[src/rtl/port_int_arbiter_pkg.sv]
// Shared constants for the GPIO port interrupt arbiter: state encoding,
// default port vector addresses and the port-index-to-vector helper.
// Pure declarations; no logic of its own.
package port_int_arbiter_pkg;

  typedef enum logic [1:0] {
    IDLE    = 2'd0,
    PEND    = 2'd1,
    SERVICE = 2'd2,
    GAP     = 2'd3
  } arb_state_t;

  localparam logic [15:0] VEC_PORT0 = 16'hFFDE;
  localparam logic [15:0] VEC_PORT1 = 16'hFFDC;
  localparam logic [15:0] VEC_PORT2 = 16'hFFDA;
  localparam logic [15:0] VEC_PORT3 = 16'hFFD8;
  localparam logic [15:0] VEC_PORT4 = 16'hFFD6;

  // Vector of port k: base minus 2*k, 16-bit unsigned wrap-around arithmetic.
  function automatic logic [15:0] port_vec(input logic [15:0] base, input logic [7:0] k);
    return base - {7'b0, k, 1'b0};
  endfunction

endpackage

[src/rtl/port_int_arbiter_prio_enc.sv]
// Lowest-index-first priority encoder over the port request lines.
// Purely combinational, zero latency.
// No flow control; outputs follow the inputs every cycle.
module port_int_arbiter_prio_enc #(
  parameter int NPORTS = 8,
  parameter int IDW    = 3
) (
  input  logic [NPORTS-1:0] req,
  output logic              valid,
  output logic [IDW-1:0]    idx
);

  // Scan from the top down so the lowest set index is the last one written.
  always_comb begin
    valid = 1'b0;
    idx   = '0;
    for (int i = NPORTS - 1; i >= 0; i--) begin
      if (req[i]) begin
        valid = 1'b1;
        idx   = i[IDW-1:0];
      end
    end
  end

endmodule

[src/rtl/port_int_arbiter.sv]
// Fixed-priority arbiter from GPIO port interrupt lines to one CPU IRQ + vector.
// Request to IRQ is one cycle; selection is held through INTACK..RETI.
// Re-arbitrates only in IDLE/PEND; SERVICE and the GAP cycle ignore requests.
module port_int_arbiter
  import port_int_arbiter_pkg::*;
#(
  parameter int          NPORTS   = 8,
  parameter logic [15:0] VEC_BASE = VEC_PORT0,
  parameter int          IDW      = 3
) (
  input  logic              MCLK,
  input  logic              reset,
  input  logic [NPORTS-1:0] INTreq,
  input  logic              GIE,
  input  logic              INTACK,
  input  logic              RETI,
  output logic              IRQ,
  output logic [15:0]       IVEC,
  output logic [IDW-1:0]    PORTID,
  output logic              BUSY
);

  arb_state_t     state_q, state_d;
  logic           irq_q, irq_d;
  logic [15:0]    ivec_q, ivec_d;
  logic [IDW-1:0] portid_q, portid_d;
  logic           busy_q, busy_d;

  logic           enc_valid;
  logic [IDW-1:0] enc_idx;
  logic [15:0]    enc_vec;

  port_int_arbiter_prio_enc #(
    .NPORTS(NPORTS),
    .IDW   (IDW)
  ) u_prio_enc (
    .req  (INTreq),
    .valid(enc_valid),
    .idx  (enc_idx)
  );

  assign enc_vec = port_vec(VEC_BASE, 8'(enc_idx));

  // Next-state and output register values; INTACK in PEND takes precedence
  // over both a winner change and a GIE drop so the acked vector is frozen.
  always_comb begin
    state_d  = state_q;
    irq_d    = irq_q;
    ivec_d   = ivec_q;
    portid_d = portid_q;
    busy_d   = busy_q;
    unique case (state_q)
      IDLE: begin
        if (GIE && enc_valid) begin
          portid_d = enc_idx;
          ivec_d   = enc_vec;
          irq_d    = 1'b1;
          state_d  = PEND;
        end
      end
      PEND: begin
        if (INTACK) begin
          irq_d   = 1'b0;
          busy_d  = 1'b1;
          state_d = SERVICE;
        end else if (!GIE || !enc_valid) begin
          irq_d   = 1'b0;
          ivec_d  = 16'h0000;
          state_d = IDLE;
        end else begin
          portid_d = enc_idx;
          ivec_d   = enc_vec;
        end
      end
      SERVICE: begin
        if (RETI) begin
          busy_d  = 1'b0;
          ivec_d  = 16'h0000;
          state_d = GAP;
        end
      end
      GAP: begin
        state_d = IDLE;
      end
      default: state_d = IDLE;
    endcase
  end

  // State and output registers with synchronous active-high reset.
  always_ff @(posedge MCLK) begin
    if (reset) begin
      state_q  <= IDLE;
      irq_q    <= 1'b0;
      ivec_q   <= 16'h0000;
      portid_q <= '0;
      busy_q   <= 1'b0;
    end else begin
      state_q  <= state_d;
      irq_q    <= irq_d;
      ivec_q   <= ivec_d;
      portid_q <= portid_d;
      busy_q   <= busy_d;
    end
  end

  assign IRQ    = irq_q;
  assign IVEC   = ivec_q;
  assign PORTID = portid_q;
  assign BUSY   = busy_q;

endmodule

[config.mk]
export PLATFORM = sky130hd
export DESIGN_NAME = port_int_arbiter
export DESIGN_NICKNAME = d
export VERILOG_FILES = /design/src/rtl/port_int_arbiter_pkg.sv /design/src/rtl/port_int_arbiter_prio_enc.sv /design/src/rtl/port_int_arbiter.sv
export SDC_FILE = /design/constraint.sdc
export NUM_CORES = 1
export LEC_CHECK = 0
export CORE_ASPECT_RATIO = 0.8
export CORE_MARGIN = 10
export CORE_UTILIZATION = 42
export CTS_CLUSTER_SIZE = 25
export DETAILED_ROUTE_END_ITERATION = 6
export PLACE_DENSITY = 0.8
export REMOVE_ABC_BUFFERS = 1
export SYNTH_ARGS = -nofsm -noshare
export SYNTH_HDL_FRONTEND = slang
export SYNTH_SLANG_ARGS = --single-unit
[constraint.sdc]
create_clock -name MCLK -period 2.05 [get_ports MCLK]
set_input_delay 0.41 -clock MCLK [delete_from_list [all_inputs] [get_ports MCLK]]
set_output_delay 0.41 -clock MCLK [all_outputs]
set_load 0.1 [all_outputs]
== Word level (Yosys, flattened, before mapping) ==
Index checks and enable logic that the tools add are counted.

* Eq/ne operators: 9
* Shift-type cells: 0
* $lt $le $gt $ge: 0
* Multipliers: 0
* Bitwise gates (word level): 0
* Add/subtract/negate cells: 1
* Reductions and logical operators: 13
* Divide/modulo/power cells: 0
* Muxes and demuxes: 37

{| class="wikitable"
|+ Operator list
! cell !! number
|-
| 16-bit 2-to-1 mux || 4
|-
| 16-bit one-hot mux with 3 select lines || 1
|-
| 3-bit 2-to-1 mux || 11
|-
| 1-bit 2-to-1 mux || 13
|-
| 2-bit inequality test (second input constant) || 5
|-
| 3-bit AND reduction || 3
|-
| 2-bit 2-to-1 mux || 4
|-
| 2-bit one-hot mux with 4 select lines || 1
|-
| 4-bit AND reduction || 2
|-
| 7-bit by 5-bit subtractor with 8-bit output (first input constant) || 1
|-
| 3-bit one-hot mux with 2 select lines || 1
|-
| 2-bit == test (second input constant) || 2
|-
| 1-bit one-hot mux with 2 select lines || 2
|-
| 2-bit nonzero test || 2
|-
| 3-bit inequality test (second input constant) || 1
|-
| 3-bit nonzero test || 1
|-
| 2-bit by 1-bit == test with 1-bit output (second input constant) || 1
|-
| 1-bit logical NOT || 2
|-
| 2-bit logical NOT || 1
|-
| 1-bit logical AND || 1
|-
| 1-bit logical OR || 1
|}

* Bits in registers: 23
* Output and inout bits: 21
* Bits in writable memories: 0
* Word-level logic and storage cells: 65
* Bits in read-only memories: 0
* Input bits: 13
* Memories kept: 0
* Bits in latches: 0

== Logic depth before layout (Yosys ltp) ==
Gate-level depths: netlist (run 1).

* Depth in word-level cells: 13
* Gate-level depth with buffers: 7

== By module ==
Synthesis (run 1) repeated with hierarchy kept, for this count alone.

* Cells, all modules: 102
* Area, all modules: 858.3 um2

{| class="wikitable"
|+ By module, submodules not included
! module !! area an instance (um2) !! times used !! cells each
|-
| port_int_arbiter || 778.2 || 1 || 89
|-
| port_int_arbiter_prio_enc || 80.1 || 1 || 13
|}

== Worst setup path before layout (run 1) ==
No wires, ideal clock.

* Path type: register to output
* Start point: register IVEC[14] (netlist name)
* End point: output IVEC[10]
* Stages on the path, launching flop included: 2
* Setup slack: 104 ps
* Arrival: 1536 ps
* Path through: dfxtp_1 > buf_4

{| class="wikitable"
|+ RTL lines
! element !! RTL line !! text
|-
| to (decl) || port_int_arbiter.sv:18 || <nowiki>output logic [15:0] IVEC,</nowiki>
|}

== Worst setup path in the final report (run 1) ==
* Start point: input INTreq[0]
* End point: register ivec_q[1] (netlist: IVEC[1])

* Longest elaborated chain between the ends: 6
* Elaborated cells on any way between the ends: 12

{| class="wikitable"
|+ RTL lines
! element !! RTL line !! text
|-
| from (decl) || port_int_arbiter.sv:13 || <nowiki>input logic [NPORTS-1:0] INTreq,</nowiki>
|-
| parallel branches: the longest is 6 deep, another holds 7-bit by 5-bit subtractor with 8-bit output || n/a ||
|-
| to (signal assigned) || port_int_arbiter.sv:100 || <nowiki>ivec_q <= ivec_d;</nowiki>
|-
| to (decl) || port_int_arbiter.sv:25 || <nowiki>logic [15:0] ivec_q, ivec_d;</nowiki>
|}

Parallel ways; which one is timed is not known. The select of a mux whose other input is x is not followed.
A chain may end at the register's enable or synchronous reset.

==> results of run 1 <==
[metrics by stage]
| stage | std cells | hold slack (ns) | utilization |
|---|---|---|---|
| after detailed placement | 162 | 0.4552 | 0.7057 |
| final | 166 | 0.4614 | 0.7560 |
| after CTS | 166 | 0.4659 | 0.7262 |
| after global placement | 162 | 0.4489 | 0.7057 |
| after global routing | 166 | 0.4998 | 0.7560 |
| after floorplan | 87 | 0.4789 | - |
[worst register-to-register path: stages (launching register included)]
cell                        delay, ns
sky130_fd_sc_hd__dfxtp_1         0.39
sky130_fd_sc_hd__inv_1           0.14
sky130_fd_sc_hd__ha_2            0.25
sky130_fd_sc_hd__nor2b_2         0.19
sky130_fd_sc_hd__a2111oi_2       0.30
sky130_fd_sc_hd__buf_4           0.20
sky130_fd_sc_hd__and2_1          0.21
sky130_fd_sc_hd__a31o_2          0.18
[area by class of cell]
type | instances | area, um^2
fill | 135 | 461.7
sequential | 11 | 220.2
timing repair buffer | 51 | 563.0
tap | 24 | 30.03
multi-input combinational | 72 | 575.6
inverter | 4 | 15.01
clock buffer | 4 | 26.28
[repair_timing]
item | CTS | global route
gates resized for setup | 1 | 15
pin swaps | 1 | 7
setup buffers | 0 | 0
setup endpoints to repair | 2 | 7
[power breakdown]
group          switching (mW)  internal, mW
logic                   0.612         0.298
registers              0.0169         0.240
clock network          0.0806        0.0754
total                   0.710         0.614
[kinds of logic (layout without fill, tap and decap cells)]
logic type,count (synthesis),in the layout,share of synthesized area
AO/OA/AOI/OAI,32,32,0.2994
other,1,2,0.004421
AND/OR/NAND/NOR,30,30,0.1947
flip-flops,11,11,0.2596
buffers and inverters,18,59,0.1327
adder cells (fa/ha/maj),5,5,0.07375
multiplexers,3,3,0.03540
[Yosys cell counts (all sizes together), types with 2 or more instances]
cell,number
a2111oi,4
a211o,2
a211oi,2
a21o,2
a21oi,9
a31o,3
buf,12
clkbuf,2
dfxtp,11
ha,5
inv,4
mux2i,3
nand2,5
nand2b,4
nor2,8
nor2b,6
nor4,2
or4,2
[flip-flops by register name, indices dropped and copies added (netlist names), named ones only]
| name | flops |
|---|---|
| state_q | 1 |
| IRQ | 1 |
| PORTID | 3 |
| IVEC | 4 |
| BUSY | 1 |
[final timing paths]
kind	start	end	slack (ns)	cells after the start
setup / recovery	INTreq[0]	IVEC[1]	0.02	6
hold / removal	PORTID[0]	PORTID[0]	0.46	2
setup reg to reg	state_q[0]	IVEC[1]	0.11	7
hold reg to reg	PORTID[0]	PORTID[0]	0.46	2
[metal layers]
metal	wire, um	vias up
met5	0	-
met4	75	0
met3	300	9
met2	1325	36
met1	1082	431
li1	-	436
==> impl_metrics.prom, run 1 <==
# TYPE chip_impl_metric gauge
chip_impl_info{name="outcome",value="complete, no violations"} 1
chip_impl_metric{name="worst_setup_hold_path_clk_slew",unit="ns"} 0.07
chip_impl_metric{name="die_w",unit="um"} 70.25
chip_impl_metric{name="max-vdd-ir-drop",unit="mV"} 0.7222
chip_impl_metric{name="use_met3",unit=""} 0.07285
chip_impl_metric{name="max-cap-violations",unit=""} 0
chip_impl_metric{name="netlist_instances",unit=""} 100
chip_impl_metric{name="ratio_of_routed_vias_to_standard_cells",unit=""} 5.494
chip_impl_metric{name="initial_core_util",unit=""} 0.4484
chip_impl_info{name="final_cell_mix",value="sky130_fd_sc_hd__buf_4, sky130_fd_sc_hd__dfxtp_1, sky130_fd_sc_hd__buf_12, sky130_fd_sc_hd__clkdlybuf4s50_1"} 1
chip_impl_metric{name="antenna_violations_before_repair",unit=""} 0
chip_impl_metric{name="synthesis.area",unit="um^2"} 848.3
chip_impl_info{name="min-delay-path-class",value="flop to flop"} 1
chip_impl_info{name="mostFrequentLayoutCell",value="sky130_fd_sc_hd__buf_4"} 1
chip_impl_metric{name="routed_wire_length_per_instance",unit="um"} 16.77
chip_impl_metric{name="grt_util_met1",unit=""} 0.1252
chip_impl_metric{name="area.growth.synth_to_final",unit="%"} 68.58
chip_impl_info{name="crit_path_start_kind",value="input pin"} 1
chip_impl_info{name="path_delay_family",value="compound AO/OA/AOI/OAI gates"} 1
chip_impl_metric{name="crit_arrival",unit="ns"} 2.19
chip_impl_metric{name="detailed_place.area",unit="um^2"} 1335
chip_impl_metric{name="floorplan.rows",unit=""} 14
chip_impl_metric{name="use_met2",unit=""} 0.2187
chip_impl_info{name="tritoncts",value="yes"} 1
chip_impl_metric{name="leakage",unit="nW"} 0.6069
chip_impl_metric{name="worst-path-max-fanout",unit=""} 4
chip_impl_metric{name="floorplan.die_area",unit="um^2"} 4228
chip_impl_metric{name="max_clock_freq",unit="MHz"} 493.5
chip_impl_metric{name="boundaryPins",unit=""} 34
chip_impl_metric{name="fraction_of_layout_cells_with_a_size_suffix_above_1",unit=""} 0.4225
chip_impl_info{name="grt.busiest_layer",value="met2"} 1
chip_impl_metric{name="postSynthAreaPerCell",unit="um^2"} 8.483
chip_impl_metric{name="period_minus_slack",unit="ns"} 2.026
chip_impl_metric{name="totalNegativeSetupSlack",unit="ns"} 0
chip_impl_metric{name="number_of_setup_violations_in_the_final_report",unit=""} 0
chip_impl_metric{name="pwr_density_cell",unit="nW/um^2"} 925.4
chip_impl_metric{name="clk_path_buf_depth",unit=""} 2
chip_impl_metric{name="netlist-cell-type-count",unit=""} 33
chip_impl_metric{name="synth.top_cell.area_share",unit=""} 0.2596
chip_impl_metric{name="numCtsBuffers",unit=""} 3
chip_impl_metric{name="globalRouteTotalUtil",unit=""} 0.1293
chip_impl_metric{name="cts-htree-levels",unit=""} 1
chip_impl_metric{name="synth.ff_latch_count",unit=""} 11
chip_impl_metric{name="die_h",unit="um"} 60.20
chip_impl_info{name="synth_area_leader_cell",value="sky130_fd_sc_hd__dfxtp_1"} 1
chip_impl_metric{name="grt_remaining_overflow",unit=""} 0
chip_impl_metric{name="detailed_place_hpwl",unit="mm"} 2.113
chip_impl_metric{name="detail_route.first_pass.iterations",unit=""} 4
chip_impl_info{name="post_synth_main_area_contributors",value="sky130_fd_sc_hd__dfxtp_1, sky130_fd_sc_hd__buf_4, sky130_fd_sc_hd__ha_1, sky130_fd_sc_hd__a21oi_1, sky130_fd_sc_hd__a2111oi_2"} 1
chip_impl_metric{name="final_nets",unit=""} 161
chip_impl_metric{name="grt_first_pass_wirelength",unit="mm"} 4.429
chip_impl_metric{name="clkLatencyLatePin",unit="ns"} 0.28
chip_impl_metric{name="hold_buffers",unit=""} 0
chip_impl_info{name="crit_path_cell_chain",value="clkdlybuf4s50_1 -> or4_4 -> buf_6 -> o211ai_1 -> a21oi_2 -> a31o_2"} 1
chip_impl_metric{name="synth_edf_count",unit=""} 0
chip_impl_info{name="yosys_most_used_dff",value="sky130_fd_sc_hd__dfxtp_1"} 1
chip_impl_metric{name="numClockSinks",unit=""} 11
chip_impl_metric{name="antenna-diode-count",unit=""} 0
chip_impl_metric{name="place_ws",unit="ns"} -0.3092
chip_impl_metric{name="hold_viol_final",unit=""} 0
chip_impl_metric{name="worst_ep_required_time",unit="ns"} 2.21
chip_impl_metric{name="drt-total-wl",unit="mm"} 2.784
chip_impl_info{name="timing_worst_setup_path_type",value="input pin to flop"} 1
chip_impl_metric{name="final_antenna_net_count",unit=""} 0
chip_impl_metric{name="layout_worst_path_cycle_share",unit=""} 0.9884
chip_impl_metric{name="report.power.total",unit="mW"} 1.323
chip_impl_metric{name="setup_ws",unit="ns"} 0.02381
chip_impl_metric{name="critPathMaxStageDelay",unit="ns"} 0.57
chip_impl_metric{name="gp_routability_congestion",unit=""} 0.8052
chip_impl_metric{name="grt_start_max_net_pins",unit=""} 13
chip_impl_metric{name="postSynth.asyncResetShare",unit=""} 0
chip_impl_metric{name="first_global_vias",unit=""} 944
chip_impl_info{name="critPathCaptureType",value="flop"} 1
chip_impl_metric{name="crit_buf_inv",unit=""} 2
chip_impl_metric{name="fin_worst_skew",unit="ns"} 0.01542
chip_impl_metric{name="post-route-drc-count",unit=""} 0
chip_impl_metric{name="core_region_area",unit="um^2"} 1892
chip_impl_metric{name="synth_seq_area_share",unit=""} 0.2596
chip_impl_metric{name="final-max-slew-violation-count",unit=""} 0
chip_impl_info{name="clock-root-buffer",value="sky130_fd_sc_hd__clkbuf_4"} 1
chip_impl_metric{name="design_area",unit="um^2"} 1430
chip_impl_metric{name="detailroute.via_count",unit=""} 912
chip_impl_metric{name="detailedRoute.firstIterationViolations",unit=""} 37
chip_impl_info{name="critical_path_slowest_stage_cell",value="sky130_fd_sc_hd__or4_4"} 1
chip_impl_metric{name="place.port_buffers",unit=""} 31
chip_impl_metric{name="synth-warning-count",unit=""} 0
Note: power is estimated with default switching activity, not from simulation.
==> run 2, diff against run 1 <==
--- a/constraint.sdc
+++ b/constraint.sdc
@@ -3,2 +3,2 @@
 set_output_delay 0.41 -clock MCLK [all_outputs]
-set_load 0.1 [all_outputs]
+set_load 0.01 [all_outputs]
==> impl_metrics.prom, run 2 (synthesis gave the netlist of run 1 again) <==
# TYPE chip_impl_metric gauge
chip_impl_info{name="outcome",value="complete, no violations"} 1
chip_impl_metric{name="hold_viol_final",unit=""} 0
chip_impl_info{name="critPathCaptureType",value="flop"} 1
chip_impl_info{name="top_signal_layer_used",value="met4"} 1
chip_impl_metric{name="layout_worst_path_cycle_share",unit=""} 0.9886
chip_impl_metric{name="dr_wl_met2",unit="mm"} 1.108
chip_impl_metric{name="crit_buf_inv",unit=""} 1
chip_impl_metric{name="fin_worst_skew",unit="ns"} 0.001057
chip_impl_metric{name="worst_setup_hold_path_clk_slew",unit="ns"} 0.07
chip_impl_info{name="clock-root-buffer",value="sky130_fd_sc_hd__clkbuf_4"} 1
chip_impl_metric{name="max-cap-violations",unit=""} 0
chip_impl_metric{name="max-vdd-ir-drop",unit="mV"} 0.4584
chip_impl_metric{name="detailed_place.area",unit="um^2"} 1245
chip_impl_metric{name="finalNonFillerCells",unit=""} 166
chip_impl_metric{name="initial_core_util",unit=""} 0.4484
chip_impl_metric{name="crit_arrival",unit="ns"} 2.24
chip_impl_metric{name="dp.cells",unit=""} 162
chip_impl_metric{name="gp_routability_congestion",unit=""} 0.7768
chip_impl_metric{name="final-max-slew-violation-count",unit=""} 0
chip_impl_metric{name="boundaryPins",unit=""} 34
chip_impl_metric{name="numClockSinks",unit=""} 11
chip_impl_metric{name="setup_ws",unit="ns"} 0.02334
chip_impl_metric{name="grt_remaining_overflow",unit=""} 0
chip_impl_metric{name="first_global_vias",unit=""} 932
chip_impl_metric{name="worst-path-max-fanout",unit=""} 3
chip_impl_metric{name="largest_register_ff_count",unit=""} 4
chip_impl_metric{name="routed_wire_length_per_instance",unit="um"} 15.23
chip_impl_metric{name="post-route-drc-count",unit=""} 0
chip_impl_info{name="tritoncts",value="yes"} 1
chip_impl_metric{name="place.port_buffers",unit=""} 31
chip_impl_metric{name="die_h",unit="um"} 60.20
chip_impl_info{name="final_cell_mix",value="sky130_fd_sc_hd__clkdlybuf4s50_1, sky130_fd_sc_hd__buf_4, sky130_fd_sc_hd__dfxtp_1, sky130_fd_sc_hd__a21oi_1, sky130_fd_sc_hd__nor2_1"} 1
chip_impl_metric{name="core_region_area",unit="um^2"} 1892
chip_impl_metric{name="cts-htree-levels",unit=""} 1
chip_impl_metric{name="met3WireLength",unit="um"} 224
chip_impl_metric{name="hold_buffers",unit=""} 0
chip_impl_metric{name="design_area",unit="um^2"} 1333
chip_impl_metric{name="detailroute.via_count",unit=""} 879
chip_impl_info{name="mostFrequentLayoutCell",value="sky130_fd_sc_hd__clkdlybuf4s50_1"} 1
chip_impl_metric{name="worst-path-stages",unit=""} 5
chip_impl_metric{name="final_nets",unit=""} 161
chip_impl_metric{name="detail_route.first_pass.iterations",unit=""} 4
chip_impl_metric{name="number_of_setup_violations_in_the_final_report",unit=""} 0
chip_impl_metric{name="antenna-diode-count",unit=""} 0
chip_impl_info{name="min-delay-path-class",value="flop to flop"} 1
chip_impl_metric{name="drt-total-wl",unit="mm"} 2.529
chip_impl_metric{name="clk_path_buf_depth",unit=""} 2
chip_impl_metric{name="floorplan.die_area",unit="um^2"} 4228
chip_impl_info{name="crit_path_cell_chain",value="clkdlybuf4s50_1 -> or4_4 -> o211a_4 -> a2111oi_4 -> mux2i_1"} 1
chip_impl_info{name="crit_path_start_kind",value="input pin"} 1
chip_impl_metric{name="final_antenna_net_count",unit=""} 0
chip_impl_metric{name="critPathMaxStageDelay",unit="ns"} 0.56
chip_impl_metric{name="die_w",unit="um"} 70.25
chip_impl_metric{name="detailedRoute.firstIterationViolations",unit=""} 21
chip_impl_metric{name="ratio_of_routed_vias_to_standard_cells",unit=""} 5.295
chip_impl_metric{name="period_minus_slack",unit="ns"} 2.027
chip_impl_metric{name="place_ws",unit="ns"} -0.3374
chip_impl_metric{name="final.fill_count",unit=""} 158
chip_impl_info{name="timing_worst_setup_path_type",value="input pin to flop"} 1
chip_impl_metric{name="floorplan.rows",unit=""} 14
chip_impl_metric{name="clkLatencyLatePin",unit="ns"} 0.28
chip_impl_metric{name="leakage",unit="nW"} 0.5492
chip_impl_metric{name="grt_first_pass_wirelength",unit="mm"} 4.008
chip_impl_metric{name="fraction_of_layout_cells_with_a_size_suffix_above_1",unit=""} 0.2746
chip_impl_metric{name="timing.reg2reg.worst_path_depth",unit=""} 7
chip_impl_metric{name="detail_route.wirelength.met1",unit="mm"} 1.130
chip_impl_info{name="critical_path_slowest_stage_cell",value="sky130_fd_sc_hd__or4_4"} 1
chip_impl_metric{name="worst_ep_required_time",unit="ns"} 2.26
chip_impl_metric{name="totalNegativeSetupSlack",unit="ns"} 0
chip_impl_metric{name="globalRouteTotalUtil",unit=""} 0.1170
chip_impl_metric{name="pwr_density_cell",unit="nW/um^2"} 608.1
chip_impl_metric{name="area.growth.synth_to_final",unit="%"} 57.08
chip_impl_metric{name="hold_path_cells",unit=""} 2
chip_impl_metric{name="detailed_place_hpwl",unit="mm"} 1.961
chip_impl_metric{name="antenna_violations_before_repair",unit=""} 0
chip_impl_metric{name="numCtsBuffers",unit=""} 3
chip_impl_metric{name="post_cts_buffers",unit=""} 0
chip_impl_metric{name="max_clock_freq",unit="MHz"} 493.4
chip_impl_metric{name="grt_start_max_net_pins",unit=""} 13
chip_impl_info{name="path_delay_family",value="compound AO/OA/AOI/OAI gates"} 1
## run 2: cell count changes in the layout (fill, tap and decap cells not counted), sizes merged
cell and delta:
buf -19, clkdlybuf4s50 +18, dlymetal6s2s +1
## run 2: final timing paths
kind | slack [ns] | to | start
setup / recovery | 0.02 | flop | INTreq[2]
hold / removal | 0.46 | PORTID[0] | PORTID[0]
setup reg to reg | 0.14 | IVEC[2] | state_q[0]
hold reg to reg | 0.46 | PORTID[0] | PORTID[0]
## run 2: per-layer routing
metal / up-vias / track usage
li1: 440 / -
met5: - / 0
met1: 396 / 0.1155
met3: 6 / 0.04801
met4: 0 / 0.09551
met2: 37 / 0.1944
## run 2: area by class of cell
class / instances / area [um^2] / area share
repair buffers: 51 / 475.5 / 0.3568
inverters: 4 / 15.01 / 0.01127
flip-flops and latches: 11 / 220.2 / 0.1653
multi-input cells: 72 / 565.5 / 0.4244
clock buffers: 4 / 26.28 / 0.01972
well taps: 24 / 30.03 / 0.02254
## run 2: tightest hold or removal path, cell delays in order (launching register included)
cell	delay, ns
sky130_fd_sc_hd__dfxtp_1	0.31
sky130_fd_sc_hd__nand2_1	0.05
sky130_fd_sc_hd__a21oi_1	0.05
## run 2: per-stage QoR
stage / power, mW / hold slack (ns) / util
after floorplan: 0.4263 / 0.4745 / -
after global routing: 0.8586 / 0.4705 / 0.7044
after CTS: 0.7953 / 0.4599 / 0.6726
after global placement: 0.6279 / 0.4482 / 0.6581
final: 0.8103 / 0.4586 / 0.7044
after detailed placement: 0.6348 / 0.4500 / 0.6581
## run 2: timing repair
item / in CTS / in global routing
endpoints found under the setup margin: 2 / 7
cloned: 0 / 0
resized for setup: 1 / 13
pin swaps: 0 / 7
## run 2: power by group
part / switching, mW / internal (mW)
Clock: 0.0807 / 0.0756
Combinational: 0.172 / 0.218
Sequential: 0.0239 / 0.240
Total: 0.276 / 0.534
